==> src/rtl/id_exe_stage_reg_if.sv <==
// ----------------------------------------------------------------------------
// id_exe_stage_reg_if
//   Bundles the decode-side inputs and the EXE-side registered outputs of the
//   ID/EXE pipeline register.
//
//   Handshake semantics: there is no valid/ready pair on this boundary.
//   Decode presents a complete instruction (or a stall/flush request) every
//   cycle and the stage always accepts it on the rising edge; e_valid marks
//   whether the EXE slot holds a real instruction (1) or a bubble (0).
//   Nothing can back-pressure decode from here, so no ready signal exists.
//
//   Modports:
//     slave  - used by id_exe_stage_reg (decode fields in, e_* out)
//     master - used by whoever drives decode fields and observes e_*
//   dbg_state exposes the action taken at the most recent edge
//   (0 = load, 1 = stall bubble, 2 = flush bubble).
// ----------------------------------------------------------------------------
interface id_exe_stage_reg_if #(
  parameter int DATA_W  = 32,
  parameter int RADDR_W = 5
);
  // decode side
  logic               wreg;
  logic               m2reg;
  logic               wmem;
  logic [2:0]         aluc;
  logic [RADDR_W-1:0] rd;
  logic [DATA_W-1:0]  qa;
  logic [DATA_W-1:0]  qb;
  logic [DATA_W-1:0]  imm;
  logic [4:0]         sa;
  logic [1:0]         ADEPEN;
  logic [1:0]         BDEPEN;
  logic [1:0]         STOREDEPEN;
  logic [DATA_W-1:0]  alu_exe;
  logic [DATA_W-1:0]  mem_data;
  logic               LOADDEPEN;
  logic               CancelInst;
  // EXE side
  logic               e_valid;
  logic               e_wreg;
  logic               e_m2reg;
  logic               e_wmem;
  logic [2:0]         e_aluc;
  logic [RADDR_W-1:0] e_rd;
  logic [DATA_W-1:0]  e_a;
  logic [DATA_W-1:0]  e_b;
  logic [DATA_W-1:0]  e_sdata;
  logic [1:0]         dbg_state;

  modport slave (
    input  wreg, m2reg, wmem, aluc, rd, qa, qb, imm, sa,
           ADEPEN, BDEPEN, STOREDEPEN, alu_exe, mem_data,
           LOADDEPEN, CancelInst,
    output e_valid, e_wreg, e_m2reg, e_wmem, e_aluc, e_rd,
           e_a, e_b, e_sdata, dbg_state
  );

  modport master (
    output wreg, m2reg, wmem, aluc, rd, qa, qb, imm, sa,
           ADEPEN, BDEPEN, STOREDEPEN, alu_exe, mem_data,
           LOADDEPEN, CancelInst,
    input  e_valid, e_wreg, e_m2reg, e_wmem, e_aluc, e_rd,
           e_a, e_b, e_sdata, dbg_state
  );
endinterface

==> src/rtl/id_exe_stage_reg.sv <==
// ----------------------------------------------------------------------------
// id_exe_stage_reg
//   ID/EXE pipeline register with operand selection for the 5-stage MIPS
//   core. Each cycle it picks operand A, operand B and store data from the
//   register file, immediate, shift amount or forwarded EXE/MEM results and
//   registers them together with the control bits into the EXE stage, or
//   inserts an all-zero bubble on a stall (LOADDEPEN) or flush (CancelInst).
//
//   Ports:
//     Clock       in   rising-edge clock
//     Resetn      in   asynchronous active-low reset, clears every output
//     bus         slave modport of id_exe_stage_reg_if (decode in, e_* out)
//     bubble_cnt  out  16-bit saturating bubble counter, only present when
//                      ID_EXE_BUBBLE_CNT_EN is defined
//
//   Optional feature macro: ID_EXE_BUBBLE_CNT_EN
// ----------------------------------------------------------------------------
module id_exe_stage_reg #(
  parameter int DATA_W  = 32,
  parameter int RADDR_W = 5
) (
  input  logic                   Clock,
  input  logic                   Resetn,
  id_exe_stage_reg_if.slave      bus
`ifdef ID_EXE_BUBBLE_CNT_EN
  ,
  output logic [15:0]            bubble_cnt
`endif
);

  typedef enum logic [1:0] {
    ST_LOAD         = 2'd0,
    ST_BUBBLE_STALL = 2'd1,
    ST_BUBBLE_FLUSH = 2'd2
  } state_t;

  state_t             r_state;
  state_t             w_next_state;
  logic               w_load;

  logic [DATA_W-1:0]  w_a;
  logic [DATA_W-1:0]  w_b;
  logic [DATA_W-1:0]  w_sdata;
  logic [DATA_W-1:0]  w_sa_ext;

  logic               r_valid;
  logic               r_wreg;
  logic               r_m2reg;
  logic               r_wmem;
  logic [2:0]         r_aluc;
  logic [RADDR_W-1:0] r_rd;
  logic [DATA_W-1:0]  r_a;
  logic [DATA_W-1:0]  r_b;
  logic [DATA_W-1:0]  r_sdata;

  assign w_sa_ext = {{(DATA_W-5){1'b0}}, bus.sa};

  // Operand selection. Store-data code 1 is reserved and aliases qb.
  always_comb begin
    w_a     = bus.qa;
    w_b     = bus.qb;
    w_sdata = bus.qb;
    case (bus.ADEPEN)
      2'd0:    w_a = bus.qa;
      2'd1:    w_a = w_sa_ext;
      2'd2:    w_a = bus.alu_exe;
      default: w_a = bus.mem_data;
    endcase
    case (bus.BDEPEN)
      2'd0:    w_b = bus.qb;
      2'd1:    w_b = bus.imm;
      2'd2:    w_b = bus.alu_exe;
      default: w_b = bus.mem_data;
    endcase
    case (bus.STOREDEPEN)
      2'd2:    w_sdata = bus.alu_exe;
      2'd3:    w_sdata = bus.mem_data;
      default: w_sdata = bus.qb;
    endcase
  end

  // The state names the action taken at an edge. Flush outranks stall so a
  // cancelled instruction can never be resurrected by a pending load stall.
  always_comb begin
    w_next_state = ST_LOAD;
    if (bus.CancelInst)
      w_next_state = ST_BUBBLE_FLUSH;
    else if (bus.LOADDEPEN)
      w_next_state = ST_BUBBLE_STALL;
    w_load = (w_next_state == ST_LOAD);
  end

  // Reset leaves the slot empty, which is indistinguishable from a flush.
  always_ff @(posedge Clock or negedge Resetn) begin
    if (!Resetn)
      r_state <= ST_BUBBLE_FLUSH;
    else
      r_state <= w_next_state;
  end

  // A bubble is all zeros: no register/memory write and no stale data.
  always_ff @(posedge Clock or negedge Resetn) begin
    if (!Resetn) begin
      r_valid <= 1'b0;
      r_wreg  <= 1'b0;
      r_m2reg <= 1'b0;
      r_wmem  <= 1'b0;
      r_aluc  <= '0;
      r_rd    <= '0;
      r_a     <= '0;
      r_b     <= '0;
      r_sdata <= '0;
    end else if (w_load) begin
      r_valid <= 1'b1;
      r_wreg  <= bus.wreg;
      r_m2reg <= bus.m2reg;
      r_wmem  <= bus.wmem;
      r_aluc  <= bus.aluc;
      r_rd    <= bus.rd;
      r_a     <= w_a;
      r_b     <= w_b;
      r_sdata <= w_sdata;
    end else begin
      r_valid <= 1'b0;
      r_wreg  <= 1'b0;
      r_m2reg <= 1'b0;
      r_wmem  <= 1'b0;
      r_aluc  <= '0;
      r_rd    <= '0;
      r_a     <= '0;
      r_b     <= '0;
      r_sdata <= '0;
    end
  end

  assign bus.e_valid   = r_valid;
  assign bus.e_wreg    = r_wreg;
  assign bus.e_m2reg   = r_m2reg;
  assign bus.e_wmem    = r_wmem;
  assign bus.e_aluc    = r_aluc;
  assign bus.e_rd      = r_rd;
  assign bus.e_a       = r_a;
  assign bus.e_b       = r_b;
  assign bus.e_sdata   = r_sdata;
  assign bus.dbg_state = r_state;

`ifdef ID_EXE_BUBBLE_CNT_EN
  logic [15:0] r_bubble_cnt;

  always_ff @(posedge Clock or negedge Resetn) begin
    if (!Resetn)
      r_bubble_cnt <= '0;
    else if (!w_load && (r_bubble_cnt != 16'hFFFF))
      r_bubble_cnt <= r_bubble_cnt + 16'd1;
  end

  assign bubble_cnt = r_bubble_cnt;
`endif

endmodule

==> src/flat_wrapper.sv <==
// flat-port wrapper written by rule: the top's interface ports become plain ports
module id_exe_stage_reg_flat 
#(
  parameter int DATA_W  = 32,
  parameter int RADDR_W = 5
)
  (Clock, Resetn, bus_wreg, bus_m2reg, bus_wmem, bus_aluc, bus_rd, bus_qa, bus_qb, bus_imm, bus_sa, bus_ADEPEN, bus_BDEPEN, bus_STOREDEPEN, bus_alu_exe, bus_mem_data, bus_LOADDEPEN, bus_CancelInst, bus_e_valid, bus_e_wreg, bus_e_m2reg, bus_e_wmem, bus_e_aluc, bus_e_rd, bus_e_a, bus_e_b, bus_e_sdata, bus_dbg_state);
  id_exe_stage_reg_if #(.DATA_W(DATA_W), .RADDR_W(RADDR_W)) bus_i ();
  input  logic Clock;
  input  logic Resetn;
  input wire logic [$bits(bus_i.wreg)-1:0] bus_wreg;
  input wire logic [$bits(bus_i.m2reg)-1:0] bus_m2reg;
  input wire logic [$bits(bus_i.wmem)-1:0] bus_wmem;
  input wire logic [$bits(bus_i.aluc)-1:0] bus_aluc;
  input wire logic [$bits(bus_i.rd)-1:0] bus_rd;
  input wire logic [$bits(bus_i.qa)-1:0] bus_qa;
  input wire logic [$bits(bus_i.qb)-1:0] bus_qb;
  input wire logic [$bits(bus_i.imm)-1:0] bus_imm;
  input wire logic [$bits(bus_i.sa)-1:0] bus_sa;
  input wire logic [$bits(bus_i.ADEPEN)-1:0] bus_ADEPEN;
  input wire logic [$bits(bus_i.BDEPEN)-1:0] bus_BDEPEN;
  input wire logic [$bits(bus_i.STOREDEPEN)-1:0] bus_STOREDEPEN;
  input wire logic [$bits(bus_i.alu_exe)-1:0] bus_alu_exe;
  input wire logic [$bits(bus_i.mem_data)-1:0] bus_mem_data;
  input wire logic [$bits(bus_i.LOADDEPEN)-1:0] bus_LOADDEPEN;
  input wire logic [$bits(bus_i.CancelInst)-1:0] bus_CancelInst;
  output wire logic [$bits(bus_i.e_valid)-1:0] bus_e_valid;
  output wire logic [$bits(bus_i.e_wreg)-1:0] bus_e_wreg;
  output wire logic [$bits(bus_i.e_m2reg)-1:0] bus_e_m2reg;
  output wire logic [$bits(bus_i.e_wmem)-1:0] bus_e_wmem;
  output wire logic [$bits(bus_i.e_aluc)-1:0] bus_e_aluc;
  output wire logic [$bits(bus_i.e_rd)-1:0] bus_e_rd;
  output wire logic [$bits(bus_i.e_a)-1:0] bus_e_a;
  output wire logic [$bits(bus_i.e_b)-1:0] bus_e_b;
  output wire logic [$bits(bus_i.e_sdata)-1:0] bus_e_sdata;
  output wire logic [$bits(bus_i.dbg_state)-1:0] bus_dbg_state;
  assign bus_i.wreg = bus_wreg;
  assign bus_i.m2reg = bus_m2reg;
  assign bus_i.wmem = bus_wmem;
  assign bus_i.aluc = bus_aluc;
  assign bus_i.rd = bus_rd;
  assign bus_i.qa = bus_qa;
  assign bus_i.qb = bus_qb;
  assign bus_i.imm = bus_imm;
  assign bus_i.sa = bus_sa;
  assign bus_i.ADEPEN = bus_ADEPEN;
  assign bus_i.BDEPEN = bus_BDEPEN;
  assign bus_i.STOREDEPEN = bus_STOREDEPEN;
  assign bus_i.alu_exe = bus_alu_exe;
  assign bus_i.mem_data = bus_mem_data;
  assign bus_i.LOADDEPEN = bus_LOADDEPEN;
  assign bus_i.CancelInst = bus_CancelInst;
  assign bus_e_valid = bus_i.e_valid;
  assign bus_e_wreg = bus_i.e_wreg;
  assign bus_e_m2reg = bus_i.e_m2reg;
  assign bus_e_wmem = bus_i.e_wmem;
  assign bus_e_aluc = bus_i.e_aluc;
  assign bus_e_rd = bus_i.e_rd;
  assign bus_e_a = bus_i.e_a;
  assign bus_e_b = bus_i.e_b;
  assign bus_e_sdata = bus_i.e_sdata;
  assign bus_dbg_state = bus_i.dbg_state;
  id_exe_stage_reg #(.DATA_W(DATA_W), .RADDR_W(RADDR_W)) u_core (.Clock(Clock), .Resetn(Resetn), .bus(bus_i));
endmodule
==> config.mk <==
export PLATFORM = sky130hd
export DESIGN_NAME = id_exe_stage_reg_flat
export DESIGN_NICKNAME = d
export VERILOG_FILES = /design/src/rtl/id_exe_stage_reg_if.sv /design/src/rtl/id_exe_stage_reg.sv /design/src/flat_wrapper.sv
export SDC_FILE = /design/constraint.sdc
export NUM_CORES = 1
export LEC_CHECK = 0
export BUFFER_PORTS_ARGS = -buffer_cell sky130_fd_sc_hd__buf_2
export CAP_MARGIN = 20
export CORE_MARGIN = 10
export CORE_UTILIZATION = 49
export CTS_CLUSTER_DIAMETER = 40
export CTS_CLUSTER_SIZE = 25
export DETAILED_ROUTE_END_ITERATION = 16
export PLACE_DENSITY = 0.88
export SETUP_SLACK_MARGIN = 0.2
export SYNTH_ARGS = -nofsm -noshare
export SYNTH_HDL_FRONTEND = slang
export SYNTH_SLANG_ARGS = --single-unit
export TNS_END_PERCENT = 100
==> constraint.sdc <==
create_clock -name Clock -period 1.4 [get_ports Clock]
set_input_delay 0.14 -clock Clock [delete_from_list [all_inputs] [get_ports Clock]]
set_output_delay 0.14 -clock Clock [all_outputs]
set_load 0.01 [all_outputs]
==> flow_summary.json <==
{
  "crit_path_end_kind": "primary output",
  "setup_tns_ns": 0,
  "drive_gt1_share_pct": 46.95,
  "die_w_um": 126.9,
  "syn_to_final_growth_pct": 39.06,
  "synthesis.nets": 673,
  "critPathBufInv": 1,
  "finalCriticalPeriod_ns": 1.127,
  "crit_fanout": 1,
  "outcome": "completed",
  "worstHoldPathCells": 2,
  "start_kind": "flip-flop",
  "cp.arrival_ns": 0.99,
  "rows": 38,
  "required_ns": 1.26,
  "p_leak_nw": 4.288,
  "synth_top_area_share_pct": 48.68,
  "finalSetupViolCount": 0,
  "yosysWarningCount": 0,
  "cts_resized": 0,
  "vias": 5231,
  "cts_sinks": 110,
  "total_power_w": 0.007578,
  "worst_pin_slew_ns": 0.4488,
  "maxCapViolCount": 0,
  "hold_path.class": "in -> reg",
  "ys.flop_type": "dfrtp_1",
  "overflow": 0,
  "synth_area_leaders": "dfrtp_1, mux2i_1, o22ai_2, a21oi_1, o21ai_0",
  "most-common-layout-cells": "buf_2, mux2i_1, dfrtp_1",
  "tritoncts": "yes",
  "wl_um": 20790,
  "path_delay_family": "flip-flops",
  "cellPowerDensity_mw_per_mm2": 972.6,
  "syn_inst": 487,
  "htree_levels": 3,
  "crit_type": "reg -> out",
  "min_to": "u_core.bus.e_m2reg",
  "async_reset_ff_share_pct": 100.0,
  "coreArea_sq_mm": 0.01103,
  "clockBufferDepth": 2,
  "hold_ws_ns": 0.01850,
  "place_congestion": 0.8851,
  "fin_nets": 969,
  "fin_crit_sh_pct": 80.52,
  "maxSlewHeadroom_pct": 70.08,
  "viasPerCell": 5.631,
  "grt.total_usage_pct": 24.88,
  "synthesis.area_sq_mm": 0.005603,
  "hold_viol": 0,
  "wl_per_cell_um": 22.38,
  "path_clk_slew_ns": 0.08,
  "cts_buffers": 9,
  "crit_path_top_delay_cell": "dfstp_2",
  "clock.fmax_mhz": 887.1,
  "die_y_um": 126.9,
  "slowest_delay_ns": 0.52,
  "avgSynthCellArea_sq_um": 11.50,
  "grt_pass1_vias": 5616,
  "layout_commonest_cell": "buf_2",
  "synth-edff-count": 0,
  "ys_ff_latch": 110,
  "clockRootBuffer": "clkbuf_16",
  "antenna_found_initial": 1,
  "postPlaceCellArea_sq_mm": 0.007381,
  "drt_first_pass_iters": 4,
  "start_util_pct": 50.79,
  "die-area_sq_mm": 0.01611,
  "fin_area_sq_mm": 0.007791,
  "grt_start_max_net_pins": 65,
  "slew_violations": 0,
  "ys_seq_area_share_pct": 49.15,
  "cp_cell_sequence": "buf_2",
  "grt_setup_unrepaired": "false",
  "synth_cell_types": 17,
  "grt_pass1_wl_um": 31770,
  "drcViolationCount": 0,
  "synth_area_leader_cell": "dfrtp_1",
  "ir_drop_mv": 0.6080,
  "drt_iter0_markers": 395,
  "port_buffers": 295,
  "io_pins": 296,
  "dpl.hpwl_um": 15560,
  "worstHoldStart": "bus_m2reg",
  "drtAntennaViolNets": 0
}
[routing by layer]
| layer | wire length, um | share of wire [%] | vias up | track usage [%] |
|---|---|---|---|---|
| li1 | - | - | 2362 | - |
| met1 | 7650 | 37 | 2542 | 27.40 |
| met2 | 10720 | 52 | 287 | 43.17 |
| met3 | 1842 | 8.9 | 40 | 7.830 |
| met4 | 580 | 2.8 | 0 | 10.78 |
| met5 | 0 | 0 | - | 0 |
[synth_stat cells (3+ instances only)]
library cell,instances
o21ai_1,5
buf_2,18
o22ai_2,30
clkbuf_1,20
mux2i_1,133
nor2b_1,28
o21ai_0,54
o22ai_1,7
buf_6,4
and2_1,11
buf_4,3
a21oi_1,59
dfrtp_1,109
[metrics by stage]
step | setup WS [ns] | utilization [%] | std cells
2_1_floorplan | 0.4091 | - | 487
3_3_place_gp | 0.1438 | 66.91 | 902
3_5_place_dp | 0.1068 | 66.91 | 902
4_1_cts | 0.2600 | 70.61 | 928
5_1_grt | 0.2423 | 70.63 | 929
6_report | 0.2728 | 70.63 | 929
[registers in the layout, indices dropped and copies added, names as in the netlist]
register	cells
u_core.bus.e_a	32
u_core.bus.e_b	32
u_core.bus.e_sdata	32
u_core.bus.e_rd	5
u_core.bus.e_aluc	3
u_core.bus.dbg_state	2
u_core.bus.e_m2reg	1
u_core.bus.e_valid	1
u_core.bus.e_wmem	1
u_core.bus.e_wreg	1
[power breakdown]
part	internal [W]	leakage, nW	switching (W)
logic	0.000700	2.66	0.000834
registers	0.00333	1.47	0.0000470
clock network	0.00145	0.149	0.00122
total	0.00548	4.29	0.00210
[cell type report]
class / count / area (sq um)
tap: 140 / 175.2
timing repair buffer: 330 / 1932
multi-input combinational: 332 / 2620
fill: 763 / 3239
sequential: 110 / 2754
clock buffer: 10 / 239.0
clock inverter: 6 / 68.82
antenna: 1 / 2.502
[cell families after synthesis]
logic type | synth area share [%]
AOI/OAI and AO/OA | 18.02
muxes | 23.76
DFF | 49.15
buffers and inverters | 4.154
and+or+nand+nor | 4.913
[worst max-delay path by stage]
stage                            start                  to  depth (start not counted)
2_1_floorplan            bus_BDEPEN[0]  u_core.bus.e_b[10]                          4
3_3_place_gp             bus_LOADDEPEN  u_core.bus.e_b[16]                          4
3_5_place_dp             bus_LOADDEPEN  u_core.bus.e_b[23]                          4
4_1_cts        u_core.bus.dbg_state[1]    bus_dbg_state[1]                          1
5_1_grt        u_core.bus.dbg_state[1]    bus_dbg_state[1]                          1
6_report       u_core.bus.dbg_state[1]    bus_dbg_state[1]                          1
[repair_timing]
action,CTS,global route
hold buffers,10,0
endpoints found under the hold margin,34,0
setup buffers,0,0
Note: power is estimated with default switching activity, not from simulation.
